===== src/rtl/uart_packet_parser_if.sv =====
// uart_packet_parser_if
// Groups the parser's byte-stream input, operand output, echo output and
// error reporting into one bundle.
//   slave  : the parser side (takes bytes, produces operands/echo/errors)
//   master : the environment side (UART RX, ALU, TX)
// Signals:
//   data_i/valid_i/ready_o            received byte stream with backpressure
//   op_data_o/op_opcode_o/op_first_o/
//   op_last_o/op_valid_o/op_ready_i   assembled operand stream to the ALU
//   echo_data_o/echo_valid_o/
//   echo_ready_i                      ECHO payload pass-through to TX
//   err_o/err_code_o                  error pulse and sticky error code
interface uart_packet_parser_if #(
  parameter int WIDTH_P = 32
);
  logic [7:0]         data_i;
  logic               valid_i;
  logic               ready_o;
  logic [WIDTH_P-1:0] op_data_o;
  logic [7:0]         op_opcode_o;
  logic               op_first_o;
  logic               op_last_o;
  logic               op_valid_o;
  logic               op_ready_i;
  logic [7:0]         echo_data_o;
  logic               echo_valid_o;
  logic               echo_ready_i;
  logic               err_o;
  logic [1:0]         err_code_o;

  modport slave (
    input  data_i, valid_i, op_ready_i, echo_ready_i,
    output ready_o, op_data_o, op_opcode_o, op_first_o, op_last_o,
           op_valid_o, echo_data_o, echo_valid_o, err_o, err_code_o
  );

  modport master (
    output data_i, valid_i, op_ready_i, echo_ready_i,
    input  ready_o, op_data_o, op_opcode_o, op_first_o, op_last_o,
           op_valid_o, echo_data_o, echo_valid_o, err_o, err_code_o
  );
endinterface


===== src/rtl/uart_packet_parser.sv =====
// uart_packet_parser
// Parses framed request packets (opcode, reserved, 16-bit LSB-first total
// length, payload) from a byte stream. ALU packets (A0/A1/A2) are assembled
// into WIDTH_P-bit little-endian operands; ECHO packets (EC) are passed
// through to the TX side with zero latency. Bad opcodes, bad lengths and
// inter-byte timeouts are reported on err_o/err_code_o.
// Ports:
//   clk    clock
//   rst_n  asynchronous active-low reset
//   bus    uart_packet_parser_if.slave (byte in, operand out, echo out, errors)
module uart_packet_parser #(
  parameter int WIDTH_P        = 32,
  parameter int MAX_OPERANDS_P = 8,
  parameter int TIMEOUT_P      = 100000
) (
  input logic                 clk,
  input logic                 rst_n,
  uart_packet_parser_if.slave bus
);

  localparam int BYTES = WIDTH_P / 8;
  localparam int TW    = $clog2(TIMEOUT_P + 1);

  localparam logic [7:0] OPC_ECHO = 8'hEC;
  localparam logic [7:0] OPC_ADD  = 8'hA0;
  localparam logic [7:0] OPC_MUL  = 8'hA1;
  localparam logic [7:0] OPC_DIV  = 8'hA2;

  localparam logic [1:0] ERR_OPCODE  = 2'd0;
  localparam logic [1:0] ERR_SHORT   = 2'd1;
  localparam logic [1:0] ERR_LENGTH  = 2'd2;
  localparam logic [1:0] ERR_TIMEOUT = 2'd3;

  typedef enum logic [2:0] {
    S_OPCODE,
    S_RESERVED,
    S_LEN_LSB,
    S_LEN_MSB,
    S_OPERAND,
    S_HOLD,
    S_ECHO,
    S_DRAIN
  } state_t;

  state_t          state_q, state_d;
  logic [7:0]      opcode_q, opcode_d;
  logic [7:0]      len_lsb_q, len_lsb_d;
  logic [15:0]     rem_q, rem_d;          // payload bytes still to pass/drain
  logic [15:0]     num_ops_q, num_ops_d;  // operands in current ALU packet
  logic [15:0]     op_idx_q, op_idx_d;    // index of operand being built/held
  logic [3:0]      bidx_q, bidx_d;        // byte lane within current operand
  logic [TW-1:0]   tmo_q, tmo_d;
  logic            err_q, err_d;
  logic [1:0]      err_code_q, err_code_d;

  logic            ready;
  logic            accept;
  logic            timer_runs;
  logic            tmo_hit;
  logic [15:0]     length_full;
  logic [15:0]     payload;
  logic [15:0]     n_ops;
  logic            alu_fits;
  logic [WIDTH_P-1:0] operand_w;

  function automatic logic is_alu(input logic [7:0] b);
    return (b == OPC_ADD) || (b == OPC_MUL) || (b == OPC_DIV);
  endfunction

  // Backpressure: stall while an operand is held, follow TX inside ECHO.
  always_comb begin
    ready = 1'b1;
    if (state_q == S_HOLD) begin
      ready = 1'b0;
    end else if (state_q == S_ECHO) begin
      ready = bus.echo_ready_i;
    end
  end

  assign accept     = bus.valid_i && ready;
  assign timer_runs = (state_q != S_OPCODE) && (state_q != S_HOLD);
  // A byte arriving on the expiry cycle wins over the timeout.
  assign tmo_hit    = timer_runs && !accept && (tmo_q == TW'(TIMEOUT_P - 1));

  // Length checks use the MSB byte currently on the bus.
  assign length_full = {bus.data_i, len_lsb_q};
  assign payload     = length_full - 16'd4;
  assign n_ops       = payload / 16'(BYTES);
  assign alu_fits    = ((payload % 16'(BYTES)) == 16'd0) &&
                       (n_ops >= 16'd2) && (n_ops <= 16'(MAX_OPERANDS_P));

  always_ff @(posedge clk or negedge rst_n) begin
    if (!rst_n) begin
      state_q    <= S_OPCODE;
      opcode_q   <= '0;
      len_lsb_q  <= '0;
      rem_q      <= '0;
      num_ops_q  <= '0;
      op_idx_q   <= '0;
      bidx_q     <= '0;
      tmo_q      <= '0;
      err_q      <= 1'b0;
      err_code_q <= '0;
    end else begin
      state_q    <= state_d;
      opcode_q   <= opcode_d;
      len_lsb_q  <= len_lsb_d;
      rem_q      <= rem_d;
      num_ops_q  <= num_ops_d;
      op_idx_q   <= op_idx_d;
      bidx_q     <= bidx_d;
      tmo_q      <= tmo_d;
      err_q      <= err_d;
      err_code_q <= err_code_d;
    end
  end

  always_comb begin
    state_d    = state_q;
    opcode_d   = opcode_q;
    len_lsb_d  = len_lsb_q;
    rem_d      = rem_q;
    num_ops_d  = num_ops_q;
    op_idx_d   = op_idx_q;
    bidx_d     = bidx_q;
    err_d      = 1'b0;
    err_code_d = err_code_q;

    if (!timer_runs || accept) begin
      tmo_d = '0;
    end else begin
      tmo_d = tmo_q + TW'(1);
    end

    if (tmo_hit) begin
      state_d    = S_OPCODE;
      op_idx_d   = '0;
      bidx_d     = '0;
      tmo_d      = '0;
      err_d      = 1'b1;
      err_code_d = ERR_TIMEOUT;
    end else begin
      case (state_q)
        S_OPCODE: begin
          if (accept) begin
            if (is_alu(bus.data_i) || (bus.data_i == OPC_ECHO)) begin
              opcode_d = bus.data_i;
              state_d  = S_RESERVED;
            end else begin
              err_d      = 1'b1;
              err_code_d = ERR_OPCODE;
            end
          end
        end
        S_RESERVED: begin
          if (accept) state_d = S_LEN_LSB;
        end
        S_LEN_LSB: begin
          if (accept) begin
            len_lsb_d = bus.data_i;
            state_d   = S_LEN_MSB;
          end
        end
        S_LEN_MSB: begin
          if (accept) begin
            if (length_full < 16'd4) begin
              err_d      = 1'b1;
              err_code_d = ERR_SHORT;
              state_d    = S_OPCODE;
            end else if (opcode_q == OPC_ECHO) begin
              rem_d   = payload;
              state_d = (payload == 16'd0) ? S_OPCODE : S_ECHO;
            end else if (alu_fits) begin
              num_ops_d = n_ops;
              op_idx_d  = '0;
              bidx_d    = '0;
              state_d   = S_OPERAND;
            end else begin
              err_d      = 1'b1;
              err_code_d = ERR_LENGTH;
              rem_d      = payload;
              state_d    = (payload == 16'd0) ? S_OPCODE : S_DRAIN;
            end
          end
        end
        S_OPERAND: begin
          if (accept) begin
            if (bidx_q == 4'(BYTES - 1)) begin
              bidx_d  = '0;
              state_d = S_HOLD;
            end else begin
              bidx_d = bidx_q + 4'd1;
            end
          end
        end
        S_HOLD: begin
          if (bus.op_ready_i) begin
            if (op_idx_q == num_ops_q - 16'd1) begin
              op_idx_d = '0;
              state_d  = S_OPCODE;
            end else begin
              op_idx_d = op_idx_q + 16'd1;
              state_d  = S_OPERAND;
            end
          end
        end
        S_ECHO, S_DRAIN: begin
          if (accept) begin
            rem_d = rem_q - 16'd1;
            if (rem_q == 16'd1) state_d = S_OPCODE;
          end
        end
        default: state_d = S_OPCODE;
      endcase
    end
  end

  // One register per byte lane; a lane loads when its byte is accepted.
  genvar gi;
  generate
    for (gi = 0; gi < BYTES; gi++) begin : g_lane
      logic [7:0] byte_q;
      logic       we;
      assign we = (state_q == S_OPERAND) && accept && (bidx_q == 4'(gi));
      always_ff @(posedge clk or negedge rst_n) begin
        if (!rst_n) begin
          byte_q <= '0;
        end else if (we) begin
          byte_q <= bus.data_i;
        end
      end
      assign operand_w[8*gi +: 8] = byte_q;
    end
  endgenerate

  assign bus.ready_o      = ready;
  assign bus.op_valid_o   = (state_q == S_HOLD);
  assign bus.op_data_o    = operand_w;
  assign bus.op_opcode_o  = opcode_q;
  assign bus.op_first_o   = (state_q == S_HOLD) && (op_idx_q == 16'd0);
  assign bus.op_last_o    = (state_q == S_HOLD) && (op_idx_q == num_ops_q - 16'd1);
  assign bus.echo_valid_o = (state_q == S_ECHO) && bus.valid_i;
  assign bus.echo_data_o  = bus.data_i;
  assign bus.err_o        = err_q;
  assign bus.err_code_o   = err_code_q;

endmodule


===== src/flat_wrapper.sv =====
// flat-port wrapper written by rule: the top's interface ports become plain ports
module uart_packet_parser_flat 
#(
  parameter int WIDTH_P        = 32,
  parameter int MAX_OPERANDS_P = 8,
  parameter int TIMEOUT_P      = 100000
)
  (clk, rst_n, bus_data_i, bus_valid_i, bus_op_ready_i, bus_echo_ready_i, bus_ready_o, bus_op_data_o, bus_op_opcode_o, bus_op_first_o, bus_op_last_o, bus_op_valid_o, bus_echo_data_o, bus_echo_valid_o, bus_err_o, bus_err_code_o);
  uart_packet_parser_if #(.WIDTH_P(WIDTH_P)) bus_i ();
  input logic clk;
  input logic rst_n;
  input wire logic [$bits(bus_i.data_i)-1:0] bus_data_i;
  input wire logic [$bits(bus_i.valid_i)-1:0] bus_valid_i;
  input wire logic [$bits(bus_i.op_ready_i)-1:0] bus_op_ready_i;
  input wire logic [$bits(bus_i.echo_ready_i)-1:0] bus_echo_ready_i;
  output wire logic [$bits(bus_i.ready_o)-1:0] bus_ready_o;
  output wire logic [$bits(bus_i.op_data_o)-1:0] bus_op_data_o;
  output wire logic [$bits(bus_i.op_opcode_o)-1:0] bus_op_opcode_o;
  output wire logic [$bits(bus_i.op_first_o)-1:0] bus_op_first_o;
  output wire logic [$bits(bus_i.op_last_o)-1:0] bus_op_last_o;
  output wire logic [$bits(bus_i.op_valid_o)-1:0] bus_op_valid_o;
  output wire logic [$bits(bus_i.echo_data_o)-1:0] bus_echo_data_o;
  output wire logic [$bits(bus_i.echo_valid_o)-1:0] bus_echo_valid_o;
  output wire logic [$bits(bus_i.err_o)-1:0] bus_err_o;
  output wire logic [$bits(bus_i.err_code_o)-1:0] bus_err_code_o;
  assign bus_i.data_i = bus_data_i;
  assign bus_i.valid_i = bus_valid_i;
  assign bus_i.op_ready_i = bus_op_ready_i;
  assign bus_i.echo_ready_i = bus_echo_ready_i;
  assign bus_ready_o = bus_i.ready_o;
  assign bus_op_data_o = bus_i.op_data_o;
  assign bus_op_opcode_o = bus_i.op_opcode_o;
  assign bus_op_first_o = bus_i.op_first_o;
  assign bus_op_last_o = bus_i.op_last_o;
  assign bus_op_valid_o = bus_i.op_valid_o;
  assign bus_echo_data_o = bus_i.echo_data_o;
  assign bus_echo_valid_o = bus_i.echo_valid_o;
  assign bus_err_o = bus_i.err_o;
  assign bus_err_code_o = bus_i.err_code_o;
  uart_packet_parser #(.WIDTH_P(WIDTH_P), .MAX_OPERANDS_P(MAX_OPERANDS_P), .TIMEOUT_P(TIMEOUT_P)) u_core (.clk(clk), .rst_n(rst_n), .bus(bus_i));
endmodule

===== config.mk =====
export PLATFORM = sky130hd
export DESIGN_NAME = uart_packet_parser_flat
export DESIGN_NICKNAME = d
export VERILOG_FILES = /design/src/rtl/uart_packet_parser_if.sv /design/src/rtl/uart_packet_parser.sv /design/src/flat_wrapper.sv
export SDC_FILE = /design/constraint.sdc
export NUM_CORES = 1
export LEC_CHECK = 0
export BUFFER_PORTS_ARGS = -buffer_cell sky130_fd_sc_hd__clkbuf_2
export CORE_UTILIZATION = 35
export DETAILED_ROUTE_END_ITERATION = 8
export PLACE_DENSITY_LB_ADDON = 0.08
export SYNTH_ARGS = -nofsm -noshare
export SYNTH_HDL_FRONTEND = slang
export SYNTH_SLANG_ARGS = --single-unit

===== constraint.sdc =====
create_clock -name clk -period 3.4 [get_ports clk]
set_clock_uncertainty 0.15 [all_clocks]
set_input_delay 0 -clock clk [delete_from_list [all_inputs] [get_ports clk]]
set_output_delay 0 -clock clk [all_outputs]
set_load 0.1 [all_outputs]

---- Yosys cells after proc, flatten, opt, wreduce, memory -nomap -nowiden ----
Index checks and enable logic that the tools add are counted.
word-level totals
  register bits after elaboration ......... 121
  output and inout port bits .............. 56
  word-level logic and storage cells ...... 164
cells by class
  order comparisons ....................... 3
  equality and inequality tests ........... 39
  muxes and demuxes ....................... 60
  bitwise gates (word level) .............. 3
  add/subtract/negate cells ............... 6
  reduce and logical (&&, ||, !) cells .... 39
operators by type and width
  operator               number
  $mux 16                12
  $pmux 16 s2            2
  $mux 3                 17
  $logic_not 16->1       3
  $eq 8x8->1 const B     5
  $mux 17                2
  $reduce_and 6->1       5
  $mux 4                 7
  $ne 3x1->1 const B     9
  $pmux 3 s7             1
  $add 17x1->17 const B  1
  $eq 17x17->1 const B   1
  $add 16x1->16 const B  1
  $eq 16x1->1 const B    1
  $eq 16x16->1           1
  $lt 16x3->1 const B    1
  $sub 16x1->16 const B  1
  $sub 16x3->16 const B  1
  $ne 3x2->1 const B     5
  $sub 14x1->15 const B  1
  $ge 14x2->1 const B    1
  $le 14x4->1 const B    1
  $logic_and 1x1->1      14
  $mux 2                 7
  26 further kinds       50

---- Depth between registers and ports, before layout ----
  word-level depth ........................ 10
  mapped depth ............................ 14
  mapped depth without buffers ............ 9

---- Least setup slack after synthesis ----
No wires, ideal clock.
  path type ............................... register to register
  start ................................... register u_core.state_q[1]
  end ..................................... register u_core.g_lane[0].byte_q[0]
  buffers on the path ..................... 1
  path slack .............................. -1.190 ns
  cell stages (with the launch flop) ...... 8
  required time ........................... 3.124 ns
  data arrival time ....................... 4.314 ns
  path through ............................ dfrtp_1 clkbuf_1 nor3b_1 o21ai_0 nand2_1 nor4_1 nand2_1 mux2_2
on the way
  word-level cells in the longest chain between the ends .. 6
RTL lines
  element                             RTL line                   RTL
  start: declaration                  uart_packet_parser.sv:45   state_t state_q, state_d;
  start signal: assignment            uart_packet_parser.sv:105  state_q <= state_d;
  $eq 3x3->1                          uart_packet_parser.sv:75   end else if (state_q == S_ECHO) begin
  $mux 1                              uart_packet_parser.sv:75
  $mux 1 (*)                          uart_packet_parser.sv:73   if (state_q == S_HOLD) begin
  via bus_ready_o                     flat_wrapper.sv:16         output wire logic [$bits(bus_i.ready_o)-1:0] bus_ready_o;
  $logic_and 1x1->1 (*)               uart_packet_parser.sv:80   assign accept = bus.valid_i && ready;
  $logic_and 1x1->1 (*) (2 in a row)  uart_packet_parser.sv:224  assign we = (state_q == S_OPERAND) && accept && (bidx_q == 4'(gi));
  end signal: assignment              uart_packet_parser.sv:229  byte_q <= bus.data_i;
  end: declaration                    uart_packet_parser.sv:222  logic [7:0] byte_q;
The timed path passes the listed nets; every way through them passes the cells marked *.
A chain may end at the register's enable or synchronous reset.

---- Final worst setup path ----
  start ................................... register u_core.num_ops_q[5]
  end ..................................... output port bus_op_last_o
on the way
  word-level cells in the longest chain between the ends .. 3
RTL lines
  element                   RTL line                   RTL
  start: declaration        uart_packet_parser.sv:49   logic [15:0] num_ops_q, num_ops_d;
  start signal: assignment  uart_packet_parser.sv:109  num_ops_q <= num_ops_d;
  $sub 14x1->15             uart_packet_parser.sv:241  assign bus.op_last_o = (state_q == S_HOLD) && (op_idx_q == num_ops_q - 16'd1);
  $eq 16x16->1              uart_packet_parser.sv:241
  $logic_and 1x1->1         uart_packet_parser.sv:241
  end: declaration          flat_wrapper.sv:20         output wire logic [$bits(bus_i.op_last_o)-1:0] bus_op_last_o;
Every way passes these cells.

==> impl_metrics.xml <==
<?xml version="1.0" encoding="UTF-8"?>
<metrics>
  <group name="finish">
    <metric name="finish.cell_count_without_fillers" unit="">1076</metric>
    <metric name="post-route-cell-area" unit="µm²">8400</metric>
    <metric name="area_taken_by_multi_input_logic_gates" unit="µm²">3620</metric>
    <metric name="area.growth.synth_to_final" unit="%">20.7</metric>
    <metric name="final_layout_size_suffix_gt1_frac" unit="">0.244</metric>
    <metric name="most_common_library_cell_in_the_layout_ignoring_fill_and_taps" unit="">sky130_fd_sc_hd__dfrtp_1</metric>
    <metric name="fill_cell_total_of_the_finished_layout" unit="">1875</metric>
    <metric name="final-seq-area" unit="µm²">3030</metric>
    <metric name="insertedDiodeCount" unit="">0</metric>
    <metric name="final_nets" unit="">824</metric>
    <metric name="final_util" unit="">0.432</metric>
    <metric name="mostFrequentLayoutCells" unit="">sky130_fd_sc_hd__dfrtp_1, sky130_fd_sc_hd__clkbuf_2, sky130_fd_sc_hd__nand2_1</metric>
  </group>
  <group name="worst_setup_path">
    <metric name="reg2reg_from" unit="">u_core.num_ops_q[0]</metric>
    <metric name="cp_slowest_stage_delay" unit="ns">0.61</metric>
    <metric name="crit_fanout" unit="">9</metric>
    <metric name="critPathCaptureType" unit="">primary output</metric>
    <metric name="timing.critical_path.arrival" unit="ns">3.10</metric>
    <metric name="worstReg2RegEnd" unit="">u_core.op_idx_q[10]</metric>
    <metric name="worstRegToRegCells" unit="">9</metric>
    <metric name="crit_slowest_cell" unit="">sky130_fd_sc_hd__or4_4</metric>
    <metric name="crit_type" unit="">reg2out</metric>
    <metric name="worstPathCellList" unit="">or4_4 -&gt; nor4_4 -&gt; nand3_1 -&gt; a2111oi_4 -&gt; nand4_4 -&gt; nor2_2 -&gt; buf_12</metric>
    <metric name="rrSetupSlack" unit="ns">0.30</metric>
    <metric name="worst_setup_path_start_kind" unit="">flop</metric>
    <metric name="critical_path_required" unit="ns">3.25</metric>
  </group>
  <group name="die">
    <metric name="die-width" unit="µm">143</metric>
    <metric name="number_of_placed_i_o_pins" unit="">69</metric>
    <metric name="fp.dieH" unit="µm">143</metric>
    <metric name="die_area" unit="µm²">20500</metric>
    <metric name="floorplan.initialDensity" unit="">0.358</metric>
    <metric name="core_region_area" unit="µm²">19500</metric>
    <metric name="placementRows" unit="">51</metric>
  </group>
  <group name="clocking">
    <metric name="tritoncts" unit="">done</metric>
    <metric name="cts_htree_levels" unit="">4</metric>
    <metric name="clk-insertion-delay-late" unit="ns">0.42</metric>
    <metric name="root_cell_of_the_clock_tree" unit="">sky130_fd_sc_hd__clkbuf_16</metric>
    <metric name="cts.path.max_buffers" unit="">2</metric>
    <metric name="cts_sinks" unit="">121</metric>
    <metric name="cts-buffers-inserted" unit="">17</metric>
    <metric name="clock_edge_transition_at_the_registers_on_the_reported_setup_and_hold_paths" unit="ns">0.06</metric>
  </group>
  <group name="timing">
    <metric name="fmax" unit="GHz">0.308</metric>
    <metric name="worst-slew-pin-transition" unit="ns">0.827</metric>
    <metric name="grt_setup_unrepaired" unit="">false</metric>
    <metric name="timing.max_slew.rel_slack" unit="">0.447</metric>
    <metric name="fin_tns_setup" unit="ns">0</metric>
    <metric name="whs" unit="ns">0.0340</metric>
    <metric name="final_period_minus_worst_setup_slack" unit="ns">3.25</metric>
    <metric name="post-route-worst-setup-slack" unit="ns">0.155</metric>
    <metric name="timing_max_transition_violations_final" unit="">0</metric>
    <metric name="hold_violations" unit="">0</metric>
    <metric name="timing.final.crit_share" unit="">0.954</metric>
    <metric name="setup_viol_count_final" unit="">0</metric>
  </group>
  <group name="global_routing">
    <metric name="grt_overflow_total" unit="">0</metric>
    <metric name="grt_pass1_wl" unit="mm">30.4</metric>
    <metric name="grt_util_all_layers" unit="">0.194</metric>
    <metric name="grt_max_degree" unit="">69</metric>
    <metric name="grt_pass1_vias" unit="">5757</metric>
    <metric name="antenna_found_initial" unit="">0</metric>
  </group>
  <group name="placed_design">
    <metric name="post-dp-hpwl" unit="mm">13.1</metric>
    <metric name="routability_congestion_estimate" unit="">0.810</metric>
    <metric name="placement.cell_area" unit="µm²">7650</metric>
    <metric name="dp_slack" unit="ns">0.166</metric>
    <metric name="port_buffers" unit="">68</metric>
    <metric name="place.detailed.instances" unit="">1034</metric>
  </group>
  <group name="synthesis">
    <metric name="primary_ff_master_synth" unit="">sky130_fd_sc_hd__dfrtp_1</metric>
    <metric name="synthesis.nets" unit="">745</metric>
    <metric name="asyncSetResetFlopFracSynth" unit="">1.00</metric>
    <metric name="synthesis.area" unit="µm²">6960</metric>
    <metric name="post_synth_num_cell_types" unit="">72</metric>
    <metric name="synth-edff-count" unit="">0</metric>
    <metric name="synth_warnings" unit="">0</metric>
    <metric name="synth.yosys.seq_area_share" unit="">0.435</metric>
    <metric name="netlist_instances" unit="">719</metric>
    <metric name="postSynthRegisterBits" unit="">121</metric>
    <metric name="postSynthAreaPerCell" unit="µm²">9.69</metric>
  </group>
  <group name="route">
    <metric name="drt-wirelength-per-cell" unit="µm">17.3</metric>
    <metric name="remaining_drc_errors" unit="">0</metric>
    <metric name="dr_total_vias" unit="">5734</metric>
    <metric name="postRouteAntennaNets" unit="">0</metric>
    <metric name="drt_first_iter_violations" unit="">439</metric>
    <metric name="via_per_inst" unit="">5.33</metric>
    <metric name="drt-pass1-iter-count" unit="">5</metric>
    <metric name="wirelength" unit="mm">18.6</metric>
  </group>
  <group name="outcome">
    <metric name="status" unit="">completed</metric>
  </group>
  <group name="job">
    <metric name="max_cap_violations" unit="">0</metric>
  </group>
  <group name="pwr">
    <metric name="power_density" unit="nW/µm²">889</metric>
    <metric name="finalPower" unit="mW">7.47</metric>
    <metric name="power_leakage" unit="nW">3.70</metric>
    <metric name="irDropWorstVdd" unit="mV">0.594</metric>
  </group>
  <group name="hold_path">
    <metric name="hp-class" unit="">in2async</metric>
  </group>
</metrics>
## synth_stat cells, types with 4 or more instances
master,n,area share
sky130_fd_sc_hd__a21oi_1,14,0.010
sky130_fd_sc_hd__mux2_2,45,0.073
sky130_fd_sc_hd__inv_1,28,0.015
sky130_fd_sc_hd__or2_2,8,0.0072
sky130_fd_sc_hd__ha_1,13,0.023
sky130_fd_sc_hd__or3_1,11,0.0099
sky130_fd_sc_hd__a21o_1,5,0.0054
sky130_fd_sc_hd__clkbuf_1,31,0.017
sky130_fd_sc_hd__o21bai_1,4,0.0043
sky130_fd_sc_hd__nand4b_1,9,0.011
sky130_fd_sc_hd__o22ai_1,8,0.0072
sky130_fd_sc_hd__and3_1,6,0.0054
sky130_fd_sc_hd__o31ai_1,7,0.0075
sky130_fd_sc_hd__nand3_1,31,0.022
sky130_fd_sc_hd__o21ai_0,17,0.012
sky130_fd_sc_hd__dfrtp_1,121,0.43
sky130_fd_sc_hd__a211oi_1,10,0.011
sky130_fd_sc_hd__o211ai_1,21,0.023
sky130_fd_sc_hd__xor2_1,23,0.029
sky130_fd_sc_hd__mux2i_1,4,0.0057
sky130_fd_sc_hd__nand4_1,13,0.012
sky130_fd_sc_hd__nand2b_1,8,0.0072
sky130_fd_sc_hd__and2_1,12,0.011
sky130_fd_sc_hd__nor2b_1,16,0.014
sky130_fd_sc_hd__a31oi_1,10,0.0090
sky130_fd_sc_hd__nor4_1,11,0.0099
sky130_fd_sc_hd__nor3b_1,4,0.0043
sky130_fd_sc_hd__xnor2_1,18,0.023
sky130_fd_sc_hd__buf_4,9,0.0097
sky130_fd_sc_hd__nor4b_1,4,0.0050
sky130_fd_sc_hd__nor2_1,56,0.030
sky130_fd_sc_hd__or4_1,6,0.0065
sky130_fd_sc_hd__nand2_1,57,0.031
sky130_fd_sc_hd__nor3_1,24,0.017
sky130_fd_sc_hd__and4_1,6,0.0075
## cells by family after synthesis
kind of cell / count (synthesis) / share of synthesized area
flops: 121 / 0.435
fa+ha+maj: 13 / 0.0234
compound gates: 125 / 0.130
buf+inv: 74 / 0.0472
mux: 49 / 0.0785
simple gates: 296 / 0.234
xor+xnor: 41 / 0.0516
## final cells by class
cell class,count,area share
timing repair buffer,105,0.0801
sequential,121,0.360
multi-input combinational,524,0.431
inverter,29,0.0130
clock buffer,17,0.0506
clock inverter,15,0.0255
tap,265,0.0395
## how the worst max path moves through the flow
stage / from / to / slack (ns) / depth (start not counted)
final: u_core.num_ops_q[5] / bus_op_last_o / 0.15 / 7
after global routing: u_core.num_ops_q[5] / bus_op_last_o / 0.008 / 7
after CTS: u_core.num_ops_q[5] / bus_op_last_o / 0.06 / 7
after detailed placement: u_core.len_lsb_q[3] / u_core.rem_q[8] / 0.17 / 9
after global placement: u_core.len_lsb_q[3] / u_core.rem_q[8] / 0.25 / 9
after floorplan: u_core.state_q[1] / u_core.g_lane[0].byte_q[0] / -0.32 / 7
## routing by layer
| metal | share of wire | global-route usage | vias up |
|---|---|---|---|
| met5 | 0 | 0 | - |
| met4 | 0.011 | 0.0611 | 0 |
| met3 | 0.045 | 0.0459 | 20 |
| met2 | 0.46 | 0.300 | 117 |
| met1 | 0.48 | 0.268 | 2833 |
| li1 | - | - | 2764 |
## repair_timing
action                     in CTS  in global routing
gates resized for setup         1                  2
buffers inserted                0                  0
cloned                          0                  0
hold buffers                   10                  0
pin swaps                       0                  1
hold endpoints to repair      101                  0
setup endpoints to repair       1                  5
## power breakdown
group / switching (mW) / total (mW) / internal, mW
registers: 0.485 / 2.33 / 1.85
logic: 2.27 / 3.16 / 0.883
clock network: 0.739 / 1.98 / 1.24
## critical path: cells and delay by family, from the launching register on
kind                   cells  cell delay (ns)
AO/OA/AOI/OAI              1             0.42
buffers and inverters      1             0.19
flip-flops                 1             0.46
AND/OR/NAND/NOR            5             1.59
## registers in the layout (all words and copies together), names as in the netlist, 4 cells and up
signal / count
u_core.num_ops_q: 14
u_core.bidx_q: 4
u_core.rem_q: 16
u_core.g_lane.byte_q: 32
u_core.bus.op_opcode_o: 8
u_core.len_lsb_q: 8
u_core.tmo_q: 17
u_core.op_idx_q: 16
No activity file was read; power rests on OpenSTA's default activity.
